`config.mk`:
```
export PLATFORM = sky130hd
export DESIGN_NAME = mul_seq_flat
export DESIGN_NICKNAME = d
export VERILOG_FILES = /design/src/rtl/mul_seq_pkg.sv /design/src/rtl/mul_seq_if.sv /design/src/rtl/mul_seq_add32.sv /design/src/rtl/mul_seq.sv /design/src/flat_wrapper.sv
export SDC_FILE = /design/constraint.sdc
export NUM_CORES = 1
export LEC_CHECK = 0
export BUFFER_PORTS_ARGS = -buffer_cell sky130_fd_sc_hd__buf_4
export CORE_UTILIZATION = 45
export DETAILED_ROUTE_END_ITERATION = 10
export GPL_ROUTABILITY_DRIVEN = 0
export PLACE_DENSITY = 0.74
export SLEW_MARGIN = 10
export SYNTH_ARGS = -nofsm -noshare
export SYNTH_HDL_FRONTEND = slang
export SYNTH_SLANG_ARGS = --single-unit
```
`constraint.sdc`:
```
create_clock -name clk -period 17.8 [get_ports clk]
set_clock_uncertainty 0.05 [all_clocks]
set_input_delay 0.89 -clock clk [delete_from_list [all_inputs] [get_ports clk]]
set_output_delay 0.89 -clock clk [all_outputs]
set_load 0.005 [all_outputs]
```
`src/rtl/mul_seq_pkg.sv`:
```
// mul_seq shared definitions.
// Widths and FSM state encoding.
package mul_seq_pkg;

  localparam int WIDTH = 32;
  localparam int CNT_W = 5;

  typedef enum logic [1:0] {
    IDLE,
    RUN,
    DONE
  } state_e;

endpackage

```
`src/rtl/mul_seq_if.sv`:
```
// mul_seq request/result handshake bundle.
// master = requester/consumer, slave = multiplier.
interface mul_seq_if;
  import mul_seq_pkg::*;

  logic             start_valid;
  logic             start_ready;
  logic [WIDTH-1:0] a;
  logic [WIDTH-1:0] b;
  logic             res_valid;
  logic             res_ready;
  logic [WIDTH-1:0] product;
  logic             busy;

  modport master (
    output start_valid, a, b, res_ready,
    input  start_ready, res_valid, product, busy
  );

  modport slave (
    input  start_valid, a, b, res_ready,
    output start_ready, res_valid, product, busy
  );

endinterface

```
`src/rtl/mul_seq_add32.sv`:
```
// 32-bit ripple-carry adder, carry out dropped.
// Built from bitwise operators only.
module add32
  import mul_seq_pkg::*;
(
  input  logic [WIDTH-1:0] x,
  input  logic [WIDTH-1:0] y,
  output logic [WIDTH-1:0] s
);

  logic cy;

  // Ripple the carry bit by bit
  always_comb begin
    cy = 1'b0;
    s  = '0;
    for (int i = 0; i < WIDTH; i++) begin
      s[i] = x[i] ^ y[i] ^ cy;
      cy   = (x[i] & y[i]) | (cy & (x[i] ^ y[i]));
    end
  end

endmodule

```
`src/rtl/mul_seq.sv`:
```
// Sequential shift-add multiplier.
// One iteration per cycle, low 32 bits kept.
module mul_seq
  import mul_seq_pkg::*;
#(
  parameter bit EARLY_EXIT = 1'b1
) (
  input  logic      clk,
  input  logic      rst,
  mul_seq_if.slave  bus
);

  state_e           state_q, state_d;
  logic [WIDTH-1:0] mcand_q, mcand_d;
  logic [WIDTH-1:0] mplier_q, mplier_d;
  logic [WIDTH-1:0] acc_q, acc_d;
  logic [WIDTH-1:0] prod_q, prod_d;
  logic [CNT_W-1:0] cnt_q, cnt_d;
  logic [WIDTH-1:0] sum;
  logic             last;

  add32 u_add (
    .x (acc_q),
    .y (mcand_q),
    .s (sum)
  );

  // Final iteration: 32nd one, or multiplier exhausted
  always_comb begin
    last = (cnt_q == '1) ||
           (EARLY_EXIT && (mplier_q[WIDTH-1:1] == '0));
  end

  // FSM and datapath next-state
  always_comb begin
    state_d  = state_q;
    mcand_d  = mcand_q;
    mplier_d = mplier_q;
    acc_d    = acc_q;
    prod_d   = prod_q;
    cnt_d    = cnt_q;
    unique case (state_q)
      IDLE: begin
        if (bus.start_valid) begin
          mcand_d  = bus.a;
          mplier_d = bus.b;
          acc_d    = '0;
          cnt_d    = '0;
          state_d  = RUN;
        end
      end
      RUN: begin
        acc_d    = mplier_q[0] ? sum : acc_q;
        mcand_d  = mcand_q << 1;
        mplier_d = mplier_q >> 1;
        cnt_d    = cnt_q + CNT_W'(1);
        if (last) begin
          prod_d  = acc_d;
          state_d = DONE;
        end
      end
      DONE: begin
        if (bus.res_ready) state_d = IDLE;
      end
      default: state_d = IDLE;
    endcase
  end

  // State registers with synchronous reset
  always_ff @(posedge clk) begin
    if (rst) begin
      state_q  <= IDLE;
      mcand_q  <= '0;
      mplier_q <= '0;
      acc_q    <= '0;
      prod_q   <= '0;
      cnt_q    <= '0;
    end else begin
      state_q  <= state_d;
      mcand_q  <= mcand_d;
      mplier_q <= mplier_d;
      acc_q    <= acc_d;
      prod_q   <= prod_d;
      cnt_q    <= cnt_d;
    end
  end

  assign bus.start_ready = (state_q == IDLE) && !rst;
  assign bus.res_valid   = (state_q == DONE);
  assign bus.product     = prod_q;
  assign bus.busy        = (state_q != IDLE);

endmodule

```
`src/flat_wrapper.sv`:
```
// flat-port wrapper written by rule: the top's interface ports become plain ports
module mul_seq_flat import mul_seq_pkg::*;
#(
  parameter bit EARLY_EXIT = 1'b1
)
  (clk, rst, bus_start_valid, bus_a, bus_b, bus_res_ready, bus_start_ready, bus_res_valid, bus_product, bus_busy);
  mul_seq_if bus_i ();
  input  logic clk;
  input  logic rst;
  input wire logic [$bits(bus_i.start_valid)-1:0] bus_start_valid;
  input wire logic [$bits(bus_i.a)-1:0] bus_a;
  input wire logic [$bits(bus_i.b)-1:0] bus_b;
  input wire logic [$bits(bus_i.res_ready)-1:0] bus_res_ready;
  output wire logic [$bits(bus_i.start_ready)-1:0] bus_start_ready;
  output wire logic [$bits(bus_i.res_valid)-1:0] bus_res_valid;
  output wire logic [$bits(bus_i.product)-1:0] bus_product;
  output wire logic [$bits(bus_i.busy)-1:0] bus_busy;
  assign bus_i.start_valid = bus_start_valid;
  assign bus_i.a = bus_a;
  assign bus_i.b = bus_b;
  assign bus_i.res_ready = bus_res_ready;
  assign bus_start_ready = bus_i.start_ready;
  assign bus_res_valid = bus_i.res_valid;
  assign bus_product = bus_i.product;
  assign bus_busy = bus_i.busy;
  mul_seq #(.EARLY_EXIT(EARLY_EXIT)) u_core (.clk(clk), .rst(rst), .bus(bus_i));
endmodule
```
==> key figures, run 1 <==
Worst setup path
  – Cell with the largest stage delay on the worst path: fa_1
  – Reg2reg start: u_core.mcand_q[0]
  – Crit path kind: flip-flop to flip-flop
  – Critical Path Start: u_core.mcand_q[0]
  – Worst reg2reg path depth: 38
  – Maximum fanout along the worst path: 4
  – WP data arrival: 15.45 ns
  – Endpoint class of the critical path: flip-flop
  – Max stage delay on crit path: ~0.48 ns
  – Most frequent CP cell: fa_1
  – End of the worst register-to-register path: u_core.bus.product[31]
  – Worst path required time: roughly 18 ns
  – R2R setup slack: 2.64 ns
  – Element type at the critical path start: flip-flop

Worst hold path
  – Worst Hold End: u_core.cnt_q[0]
  – Min-Delay Path Class: flip-flop to flip-flop
  – WHS Path Cells: 1
  – Hold path start: u_core.cnt_q[0]

CTS
  – Total clock sinks: 135
  – Hold buffers post-CTS: 0
  – Clock latency at the later pin of the worst-skew pair: ~0.43 ns
  – CTS root buf: clkbuf_16
  – H-tree depth: 4
  – CTS tree: built
  – Setup bufs post-CTS: 0
  – Num CTS Buffers: 17
  – Max clock buf depth: 2
  – Clock Pin Slew Worst Setup and Hold Paths: 0.06 ns
  – Post-CTS sizing: 0

Timing
  – Worst-Margin Slew: 1.07 ns
  – Max Slew Vio Count: 0
  – Final setup fails: 0
  – RSZ-0062 raised after global routing: no
  – Slew HR: 0.287
  – Max Clock Freq: 66.0 MHz
  – Final period util: 0.852
  – Sum Neg Setup Slack: 0 ns
  – Worst hold slack: approximately 0.45 ns
  – Final Hold Fails: 0
  – Final min period: 15.16 ns

Pwr
  – Clock network power share: 0.447
  – Switching Share: 0.257
  – Int Power: 591 uW
  – Pwr Density: ~90 nW/um^2
  – Seq pwr share: 0.423
  – VDD IR max: just over 0.07 mV
  – Pleak: 0.00351 uW
  – Combinational share of power: 0.129
  – Switching power: 205 uW

Floorplanning
  – Ports: between 100 and 150
  – Initial Util: 0.458
  – Die height: 129 um
  – # rows: 46
  – Die X: 129 um
  – Die area: approximately 17000 um^2
  – Area of the core: around 16000 um^2

Status
  – Status: completed

Final layout
  – Post-route insts no fill: roughly 1100
  – N_diodes: 0
  – Post-layout nets: 993
  – Fillers: 1451
  – Area growth syn-to-layout: 18.4%
  – Reg area: 2710 um^2
  – Most common cell after layout, fill and taps aside: nor2_1
  – Highest-count cells in the layout ignoring fill and taps: 200 x nor2_1, 132 x dfxtp_1, 128 x a21oi_1, 110 x buf_4, 38 x a22oi_1
  – Layout cell share with drive strength beyond 1: 0.228
  – Footprint of the multi-input gates: 4050 um^2

Global routing
  – Largest net degree at the start of global routing: between 100 and 150
  – Initial antenna violation count: 0
  – GRT Util Overall: 0.232
  – Vias in the first global route: 5940
  – Global route total overflow: 0
  – First-pass GRT wire length: 29.9 mm

Routing
  – Vias: 6172
  – Residual DRC: 0
  – Drt initial violations: 486
  – Vias per inst: around 5.5
  – Antenna viol nets, final: 0
  – Post-Route WL: 18.2 mm
  – Routed wire length per instance: 16.2 um
  – TritonRoute pass-1 iters: 5

Yosys
  – Mapped Nets: 943
  – Yosys cell types: 38
  – Cells after synthesis: 842
  – Seq/Total Area, Yosys: 0.373
  – Post-Syn Area per Cell: 8.61 um^2
  – YS warnings: 0
  – Synth Cell Area: 7250 um^2
  – Seq cells post-synth: 135

Placement
  – # placed instances: 1089
  – I/O Buffers: 102
  – Post-DP HPWL: ~11 mm

Flow run
  – Max-Cap Viols: 0
[per-layer routing]
layer  up-vias  track usage  wire length, um
met5         -            0                0
li1       3055            -                -
met4         0       0.0920              364
met1      2929        0.296             8140
met2       160        0.379             8800
met3        28       0.0536              886
[power groups by stage]
stage	Combinational, uW	Sequential, uW	Clock [uW]
floorplan	76.0	337	0
global placement	100	342	0
CTS	103	336	360
detailed placement	102	343	0
global route	115	339	373
finish	103	337	356
[cells in the mapped netlist (all sizes together)]
library cell / number / area share
nand3: 2 / 0.0014
buf: 36 / 0.028
fa: 30 / 0.083
or2: 3 / 0.0026
nand4: 2 / 0.0017
and3: 1 / 0.00086
nor3: 10 / 0.0069
a22oi: 38 / 0.039
mux2i: 30 / 0.041
xnor2: 1 / 0.0012
o221a: 29 / 0.045
a21oi: 128 / 0.088
o2111ai: 1 / 0.0012
nor2b: 37 / 0.032
nor4: 7 / 0.0060
nor2: 201 / 0.11
and2: 1 / 0.00086
and2b: 1 / 0.0010
o21ba: 1 / 0.0014
o21ai: 2 / 0.0014
a211oi: 32 / 0.052
o21bai: 1 / 0.0026
nand2: 2 / 0.0010
inv: 35 / 0.018
a21o: 1 / 0.0010
mux2: 1 / 0.0016
xor2: 1 / 0.0012
nand2b: 1 / 0.00086
ha: 3 / 0.0052
dfxtp: 135 / 0.37
clkbuf: 43 / 0.024
a2111oi: 26 / 0.031
[cells by family (layout without fill, tap and decap cells)]
logic type | count (synthesis) | in the layout | synth area share
compound gates | 259 | 259 | 0.264
xor+xnor | 2 | 2 | 0.00242
fa+ha+maj | 33 | 33 | 0.0880
buf+inv | 114 | 176 | 0.0701
flops | 135 | 135 | 0.373
mux | 31 | 31 | 0.0430
simple gates | 268 | 268 | 0.160
[worst max-delay path: cells and delay by family, from the launching register on]
family          cells  cell delay [ns]
buf+inv             2             0.14
fa+ha+maj          31            13.79
flops               1             0.34
xor+xnor            2             0.40
simple gates        2             0.20
compound gates      1             0.17
[sequential cells by signal, indices dropped and copies added (netlist names)]
register / flops
u_core.mcand_q: 32
u_core.state_q: 2
u_core.bus.product: 32
u_core.cnt_q: 5
u_core.acc_q: 32
u_core.mplier_q: 32
[worst max path at each step]
stage | endpoint | cells past startpoint | slack (ns)
2_1_floorplan | u_core.acc_q[31] | 38 | 3.25
3_3_place_gp | u_core.bus.product[31] | 38 | 2.82
3_5_place_dp | u_core.bus.product[31] | 38 | 2.66
4_1_cts | u_core.bus.product[31] | 38 | 2.51
5_1_grt | u_core.bus.product[31] | 38 | 2.09
6_report | u_core.bus.product[31] | 38 | 2.64
[cell type report]
cell class                      count  area share
Timing Repair Buffer              110      0.0962
Clock buffer                       24      0.0597
Clock inverter                      7      0.0105
Inverter                           35      0.0153
Multi-Input combinational cell    593       0.471
Tap cell                          216      0.0315
Sequential cell                   135       0.315
[stage by stage]
stage | total power (uW) | area, um^2 | utilization | setup WS, ns
floorplan | 413 | 7250 | - | 3.25
global placement | 442 | 7980 | 0.504 | 2.82
detailed placement | 444 | 7980 | 0.504 | 2.66
CTS | 800 | 8590 | 0.543 | 2.51
global route | 827 | 8590 | 0.543 | 2.09
finish | 796 | 8590 | 0.543 | 2.64
(Power assumes the default switching activity.)
==> run 2, diff against run 1 <==
--- a/config.mk
+++ b/config.mk
@@ -9,7 +9,8 @@
 export CORE_UTILIZATION = 45
 export DETAILED_ROUTE_END_ITERATION = 10
 export GPL_ROUTABILITY_DRIVEN = 0
-export PLACE_DENSITY = 0.74
+export PLACE_DENSITY = 0.65
+export SKIP_LAST_GASP = 1
 export SLEW_MARGIN = 10
 export SYNTH_ARGS = -nofsm -noshare
 export SYNTH_HDL_FRONTEND = slang
==> run 2 against run 1 <==
Critical path depth unchanged. Clock-buffer cell count increased by 2. Core utilization about the same. Worst setup slack improved by 0.068 ns. Routed wire length decreased by 0.15%. Total power decreased by 0.36%. First-iteration DRC count decreased by 3.3%. Global-route usage decreased by 0.23 points. Critical path type unchanged. Largest cell class unchanged.
==> key figures, run 2 (synthesis results as in run 1) <==
Final layout
  – Area growth syn-to-layout: 18.4% (about the same)
  – Post-layout nets: 993 (unchanged)
  – Highest-count cells in the layout ignoring fill and taps: 200 x nor2_1, 132 x dfxtp_1, 128 x a21oi_1, 110 x buf_4, 38 x a22oi_1
  – Most common cell after layout, fill and taps aside: nor2_1
  – Fillers: 1466 (+1.0%)
  – Layout cell share with drive strength beyond 1: 0.229 (+0.000853)
  – N_diodes: 0 (unchanged)

Placement
  – I/O Buffers: 102 (unchanged)
  – Post-DP HPWL: 10.9 mm (-1.4%)

Timing
  – Max Clock Freq: 66.3 MHz (+0.45%)
  – Slew HR: 0.252 (-0.0347)
  – Final setup fails: 0 (unchanged)
  – Max Slew Vio Count: 0 (unchanged)
  – Final period util: 0.848 (-0.00380)
  – Worst hold slack: 0.453 ns (+0.00237 ns)
  – RSZ-0062 raised after global routing: no
  – Final min period: 15.09 ns (-0.0676 ns)
  – Final Hold Fails: 0 (unchanged)
  – Worst-Margin Slew: 1.12 ns (+0.0519 ns)
  – Sum Neg Setup Slack: 0 ns (unchanged)

Floorplanning
  – Ports: 103 (unchanged)
  – # rows: 46 (unchanged)
  – Area of the core: 15800 um^2 (unchanged)
  – Die height: 129 um (unchanged)
  – Die area: 16600 um^2 (unchanged)
  – Initial Util: 0.458 (unchanged)
  – Die X: 129 um (unchanged)

Worst setup path
  – Reg2reg start: u_core.mcand_q[0]
  – Cell with the largest stage delay on the worst path: fa_1
  – Endpoint class of the critical path: flip-flop
  – Most frequent CP cell: fa_1
  – Maximum fanout along the worst path: 4 (unchanged)
  – WP data arrival: 15.40 ns (-0.05 ns)
  – Max stage delay on crit path: 0.48 ns (about the same)
  – Worst Setup EP: u_core.bus.product[31]
  – Element type at the critical path start: flip-flop
  – Worst reg2reg path depth: 38 (unchanged)
  – Crit path kind: flip-flop to flip-flop
  – Worst path required time: 18.11 ns (+0.02 ns)
  – R2R setup slack: 2.71 ns (+0.07 ns)
  – Critical Path Start: u_core.mcand_q[0]
  – End of the worst register-to-register path: u_core.bus.product[31]

Global routing
  – Global route total overflow: 0 (unchanged)
  – First-pass GRT wire length: 29.6 mm (-0.85%)
  – Vias in the first global route: 5765 (-2.9%)
  – Initial antenna violation count: 0 (unchanged)
  – Largest net degree at the start of global routing: 92 (-8.9%)
  – GRT Util Overall: 0.230 (-0.00227)

Routing
  – Routed wire length per instance: 16.2 um (-0.24%)
  – Drt initial violations: 470 (-3.3%)
  – Antenna viol nets, final: 0 (unchanged)
  – Vias per inst: 5.49 (-0.46%)
  – Vias: 6149 (-0.37%)
  – Post-Route WL: 18.2 mm (-0.15%)
  – TritonRoute pass-1 iters: 8 (+3)
  – Residual DRC: 0 (unchanged)

Pwr
  – VDD IR max: 0.0741 mV (+2.4%)
  – Pwr Density: 92.3 nW/um^2 (-0.34%)
  – Pleak: 0.00351 uW (about the same)

CTS
  – Hold buffers post-CTS: 0 (unchanged)
  – Num CTS Buffers: 17 (unchanged)
  – H-tree depth: 4 (unchanged)
  – Post-CTS sizing: 0 (unchanged)
  – CTS root buf: clkbuf_16
  – Clock Pin Slew Worst Setup and Hold Paths: 0.06 ns (about the same)
  – CTS tree: built
  – Setup bufs post-CTS: 0 (unchanged)
  – Total clock sinks: 135 (unchanged)
  – Max clock buf depth: 2 (unchanged)
  – Clock latency at the later pin of the worst-skew pair: 0.43 ns (about the same)

Status
  – Status: completed

Worst hold path
  – Min-Delay Path Class: flip-flop to flip-flop

Flow run
  – Max-Cap Viols: 0 (unchanged)
-- run 2: changes by cell type in the layout (fill, tap and decap cells not counted), sizes merged --
| cell | previous run | this run |
|---|---|---|
| bufinv | 2 | 1 |
| clkbuf | 24 | 26 |
-- run 2: cell type report --
cell class | instances | area, um^2 | area share
clock inverters | 6 | 60.1 | 0.00700
clock buffers | 26 | 541 | 0.0630
well taps | 216 | 270 | 0.0315
multi-input cells | 593 | 4050 | 0.472
inverters | 35 | 131 | 0.0153
flip-flops and latches | 135 | 2710 | 0.316
repair buffers | 110 | 826 | 0.0962
-- run 2: stage by stage --
step | power, uW | std cells | utilization | area, um^2 | setup WS [ns]
final | 793 | 1121 | 0.542 | 8580 | 2.71
after global routing | 825 | 1121 | 0.542 | 8580 | 2.06
after CTS | 797 | 1121 | 0.542 | 8580 | 2.57
after detailed placement | 445 | 1089 | 0.504 | 7980 | 2.63
after global placement | 444 | 1089 | 0.504 | 7980 | 2.80
after floorplan | 413 | 842 | - | 7250 | 3.25
-- run 2: power breakdown --
| group | leakage [uW] | internal [uW] | total (uW) | switching, uW |
|---|---|---|---|---|
| registers | 0.00111 | 319 | 335 | 16.6 |
| logic | 0.00211 | 44.6 | 104 | 59.5 |
| clock network | 0.000293 | 222 | 353 | 131 |
-- run 2: worst min path at each step --
stage                    start               to  slack [ns]  cells after the start
2_1_floorplan  u_core.cnt_q[0]  u_core.cnt_q[0]        0.42                      1
3_3_place_gp   u_core.cnt_q[4]  u_core.cnt_q[4]        0.43                      2
6_report       u_core.cnt_q[0]  u_core.cnt_q[0]        0.45                      1
4_1_cts        u_core.cnt_q[0]  u_core.cnt_q[0]        0.45                      1
5_1_grt        u_core.cnt_q[0]  u_core.cnt_q[0]        0.47                      1
3_5_place_dp   u_core.cnt_q[0]  u_core.cnt_q[0]        0.45                      1
-- run 2: worst max-delay path, delay by kind of cell (launching register included) --
family,cells,cell delay [ns]
adders and majority gates,31,13.78
xor gates and xnor gates,2,0.37
DFF,1,0.34
and+or+nand+nor,2,0.19
AOI/OAI and AO/OA,1,0.16
buffers and inverters,2,0.14
-- run 2: routing by layer --
layer | global-route usage | vias to the layer above | routed length, um
li1 | - | 3068 | -
met1 | 0.303 | 2897 | 8460
met2 | 0.370 | 166 | 8540
met3 | 0.0536 | 18 | 920
met4 | 0.0754 | 0 | 246
met5 | 0 | - | 0
==> run 3, diff against run 2 <==
--- a/config.mk
+++ b/config.mk
@@ -5,11 +5,12 @@
 export SDC_FILE = /design/constraint.sdc
 export NUM_CORES = 1
 export LEC_CHECK = 0
+export ABC_AREA = 1
 export BUFFER_PORTS_ARGS = -buffer_cell sky130_fd_sc_hd__buf_4
 export CORE_UTILIZATION = 45
 export DETAILED_ROUTE_END_ITERATION = 10
 export GPL_ROUTABILITY_DRIVEN = 0
-export PLACE_DENSITY = 0.65
+export PLACE_DENSITY = 0.66
 export SKIP_LAST_GASP = 1
 export SLEW_MARGIN = 10
 export SYNTH_ARGS = -nofsm -noshare
==> constraint.sdc (replaced) <==
create_clock -name clk -period 15.8 [get_ports clk]
set_clock_uncertainty 0.05 [all_clocks]
set_input_delay 0.79 -clock clk [delete_from_list [all_inputs] [get_ports clk]]
set_output_delay 0.79 -clock clk [all_outputs]
set_load 0.005 [all_outputs]
==> run 3 against run 2 <==
Routed wire length is 20% lower. Non-clock buffer count is 2 lower. First-iteration DRC count is 19% lower. Via count is 9.8% lower. Fmax is 0.24% higher. Combinational power is 11% lower. Critical endpoint unchanged. Largest cell class unchanged. Highest routed layer unchanged.
==> key figures, run 3 <==
Worst setup path
  – End of the worst register-to-register path: u_core.bus.product[31]
  – Worst reg2reg path depth: 38 (unchanged)
  – Maximum fanout along the worst path: 3 (-1)
  – Reg2reg start: u_core.acc_q[0]
  – Sum of buffers and inverters on the critical path: 2 (unchanged)
  – Cell family with most CP delay: adder cells
  – WP data arrival: 15.35 ns (-0.05 ns)
  – Most frequent CP cell: fa_1
  – Max stage delay on crit path: 0.48 ns (about the same)
  – Endpoint class of the critical path: flip-flop
  – R2R setup slack: 0.74 ns (-1.96 ns)
  – Element type at the critical path start: flip-flop
  – Crit path kind: flip-flop to flip-flop
  – Critical Path Start: u_core.acc_q[0]
  – Number of cells on the critical path: 38 (unchanged)
  – Worst path required time: 16.09 ns (-2.02 ns)
  – Cell with the largest stage delay on the worst path: fa_1

Routing
  – TritonRoute pass-1 iters: 5 (-3)
  – Antenna viol nets, final: 0 (unchanged)
  – Vias per inst: 5.02 (-8.5%)
  – Residual DRC: 0 (unchanged)
  – Post-Route WL: 14.5 mm (-20%)
  – Routed wire length per instance: 13.2 um (-19%)
  – Drt initial violations: 382 (-19%)
  – Vias: 5546 (-9.8%)

Final layout
  – Layout cell share with drive strength beyond 1: 0.171 (-0.0579)
  – Reg area: 2700 um^2 (-0.18%)
  – Final instance area: 7970 um^2 (-7.2%)
  – N_diodes: 0 (unchanged)
  – Area growth syn-to-layout: 21.1%
  – Highest-count cells in the layout ignoring fill and taps: 286 x nand2_1, 134 x dfxtp_1, 108 x buf_4, 72 x a21oi_1, 64 x inv_1
  – Post-layout nets: 1013 (+2.0%)
  – Fillers: 1331 (-9.2%)
  – Most common cell after layout, fill and taps aside: nand2_1
  – Footprint of the multi-input gates: 3330 um^2 (-18%)

Pwr
  – Int Power: 679 uW (+16%)
  – Switching Share: 0.238 (-0.0231)
  – Pleak: 0.00364 uW (+3.9%)
  – VDD IR max: 0.0748 mV (+0.87%)
  – Switching power: 213 uW (+2.6%)
  – Clock network power share: 0.482 (+0.036)
  – Seq pwr share: 0.414 (-0.009)
  – Combinational share of power: 0.104 (-0.027)
  – Pwr Density: 112 nW/um^2 (+21%)

Worst hold path
  – Hold path start: u_core.bus.product[4]
  – Worst Hold End: u_core.bus.product[4]
  – WHS Path Cells: 2 (+1)
  – Min-Delay Path Class: flip-flop to flip-flop

Timing
  – RSZ-0062 raised after global routing: no
  – Sum Neg Setup Slack: 0 ns (unchanged)
  – Final setup fails: 0 (unchanged)
  – Worst-Margin Slew: 1.03 ns (-0.0930 ns)
  – Slew HR: 0.316 (+0.0638)
  – Max Clock Freq: 66.4 MHz (+0.24%)
  – Final Hold Fails: 0 (unchanged)
  – Max Slew Vio Count: 0 (unchanged)
  – Final period util: 0.953 (+0.105)
  – Final min period: 15.06 ns (-0.0360 ns)

Yosys
  – Area contributors post-synth: dfxtp_1 41%, nand2_1 16%, fa_1 9.1%
  – Share of the synthesized area in the top cell type: 0.411 (+0.0380)
  – Mapped Nets: 942 (-0.11%)
  – Synth Cell Area: 6580 um^2 (-9.2%)
  – Post-Syn Area per Cell: 7.82 um^2 (-9.1%)
  – Seq/Total Area, Yosys: 0.411 (+0.0380)
  – Seq cells post-synth: 135 (unchanged)
  – Cells after synthesis: 841 (-0.12%)
  – Synth area leader: dfxtp_1
  – YS warnings: 0 (unchanged)
  – Synth top cells by count: 286 x nand2_1, 135 x dfxtp_1, 72 x a21oi_1
  – Yosys cell types: 27 (-29%)
  – Post-synth EDFFs: 0 (unchanged)
  – Ys async rst share: 0 (unchanged)
  – Most common cell in the netlist: nand2_1
  – Top FF cell, synth: dfxtp_1

Floorplanning
  – Ports: 103 (unchanged)
  – Die X: 123 um (-4.7%)
  – # rows: 43 (-6.5%)
  – Initial Util: 0.467 (+0.00870)
  – Die area: 15100 um^2 (-9.1%)
  – Die height: 123 um (-4.7%)
  – Area of the core: 14100 um^2 (-11%)

CTS
  – Total clock sinks: 135 (unchanged)
  – H-tree depth: 4 (unchanged)
  – Clock Pin Slew Worst Setup and Hold Paths: 0.06 ns (about the same)
  – Clock latency at the later pin of the worst-skew pair: 0.42 ns (about the same)
  – Hold buffers post-CTS: 0 (unchanged)
  – CTS root buf: clkbuf_16
  – Num CTS Buffers: 17 (unchanged)
  – Max clock buf depth: 2 (unchanged)
  – Setup bufs post-CTS: 0 (unchanged)
  – CTS tree: built
  – Post-CTS sizing: 0 (unchanged)

Global routing
  – Global route total overflow: 0 (unchanged)
  – GRT Util Overall: 0.208 (-0.0218)
  – Largest net degree at the start of global routing: 96 (+4.3%)
  – GRT Max-Usage Layer: met2
  – First-pass GRT wire length: 24.4 mm (-18%)
  – GR Util met2: 0.330 (-0.0400)
  – Initial antenna violation count: 0 (unchanged)
  – Routing usage on met3: 0.0517 (-0.00198)
  – Vias in the first global route: 5089 (-12%)
  – Met1 usage: 0.273 (-0.0301)

Placement
  – Post-DP HPWL: 9.26 mm (-15%)
  – I/O Buffers: 102 (unchanged)
  – Post-DP Area: 7320 um^2 (-8.4%)

Flow run
  – Max-Cap Viols: 0 (unchanged)

Status
  – Status: completed
run 3: how the worst max path moves through the flow:
| stage | endpoint | slack [ns] |
|---|---|---|
| 4_1_cts | u_core.bus.product[31] | 0.62 |
| 3_3_place_gp | u_core.bus.product[31] | 0.76 |
| 5_1_grt | u_core.bus.product[31] | 0.13 |
| 2_1_floorplan | u_core.bus.product[31] | 1.21 |
| 6_report | u_core.bus.product[31] | 0.74 |
| 3_5_place_dp | u_core.bus.product[31] | 0.69 |
run 3: kinds of logic after synthesis:
family                   after synthesis  synth area share
AND/OR/NAND/NOR                      379             0.234
buffers and inverters                122            0.0835
multiplexers                          30            0.0456
AO/OA/AOI/OAI                        141             0.128
adder cells (fa/ha/maj)               33            0.0970
flip-flops                           135             0.411
XOR/XNOR                               1           0.00133
run 3: power groups by stage:
| stage | clock (uW) | sequential, uW | combinational (uW) |
|---|---|---|---|
| 2_1_floorplan | 0 | 370 | 70.6 |
| 3_3_place_gp | 0 | 376 | 92.8 |
| 3_5_place_dp | 0 | 376 | 93.9 |
| 4_1_cts | 437 | 369 | 93.8 |
| 5_1_grt | 452 | 371 | 106 |
| 6_report | 430 | 369 | 92.4 |
run 3: layout make-up:
type	instances	area share
timing repair buffer	108	0.102
clock buffer	24	0.0642
tap	180	0.0283
inverter	66	0.0311
clock inverter	8	0.0176
multi-input combinational	584	0.418
sequential	135	0.339
run 3: metrics by stage:
step / hold WS (ns) / std cells / power, uW / setup slack (ns) / util
floorplan: 0.394 / 841 / 441 / 1.21 / -
global route: 0.422 / 1105 / 929 / 0.129 / 0.565
CTS: 0.412 / 1105 / 900 / 0.618 / 0.565
finish: 0.410 / 1105 / 892 / 0.745 / 0.565
detailed placement: 0.404 / 1073 / 470 / 0.694 / 0.519
global placement: 0.399 / 1073 / 469 / 0.759 / 0.519
run 3: worst reg2reg max path, delay by kind of cell (launching register included):
kind            cells  cell delay, ns
fa+ha+maj          31           13.81
compound gates      3            0.42
flops               1            0.32
xor+xnor            1            0.18
buf+inv             2            0.14
simple gates        1            0.09
run 3: metal layers:
metal | share of wire | wire length (um)
met5 | 0 | 0
met4 | 0.015 | 223
met3 | 0.050 | 733
met2 | 0.47 | 6800
met1 | 0.47 | 6790
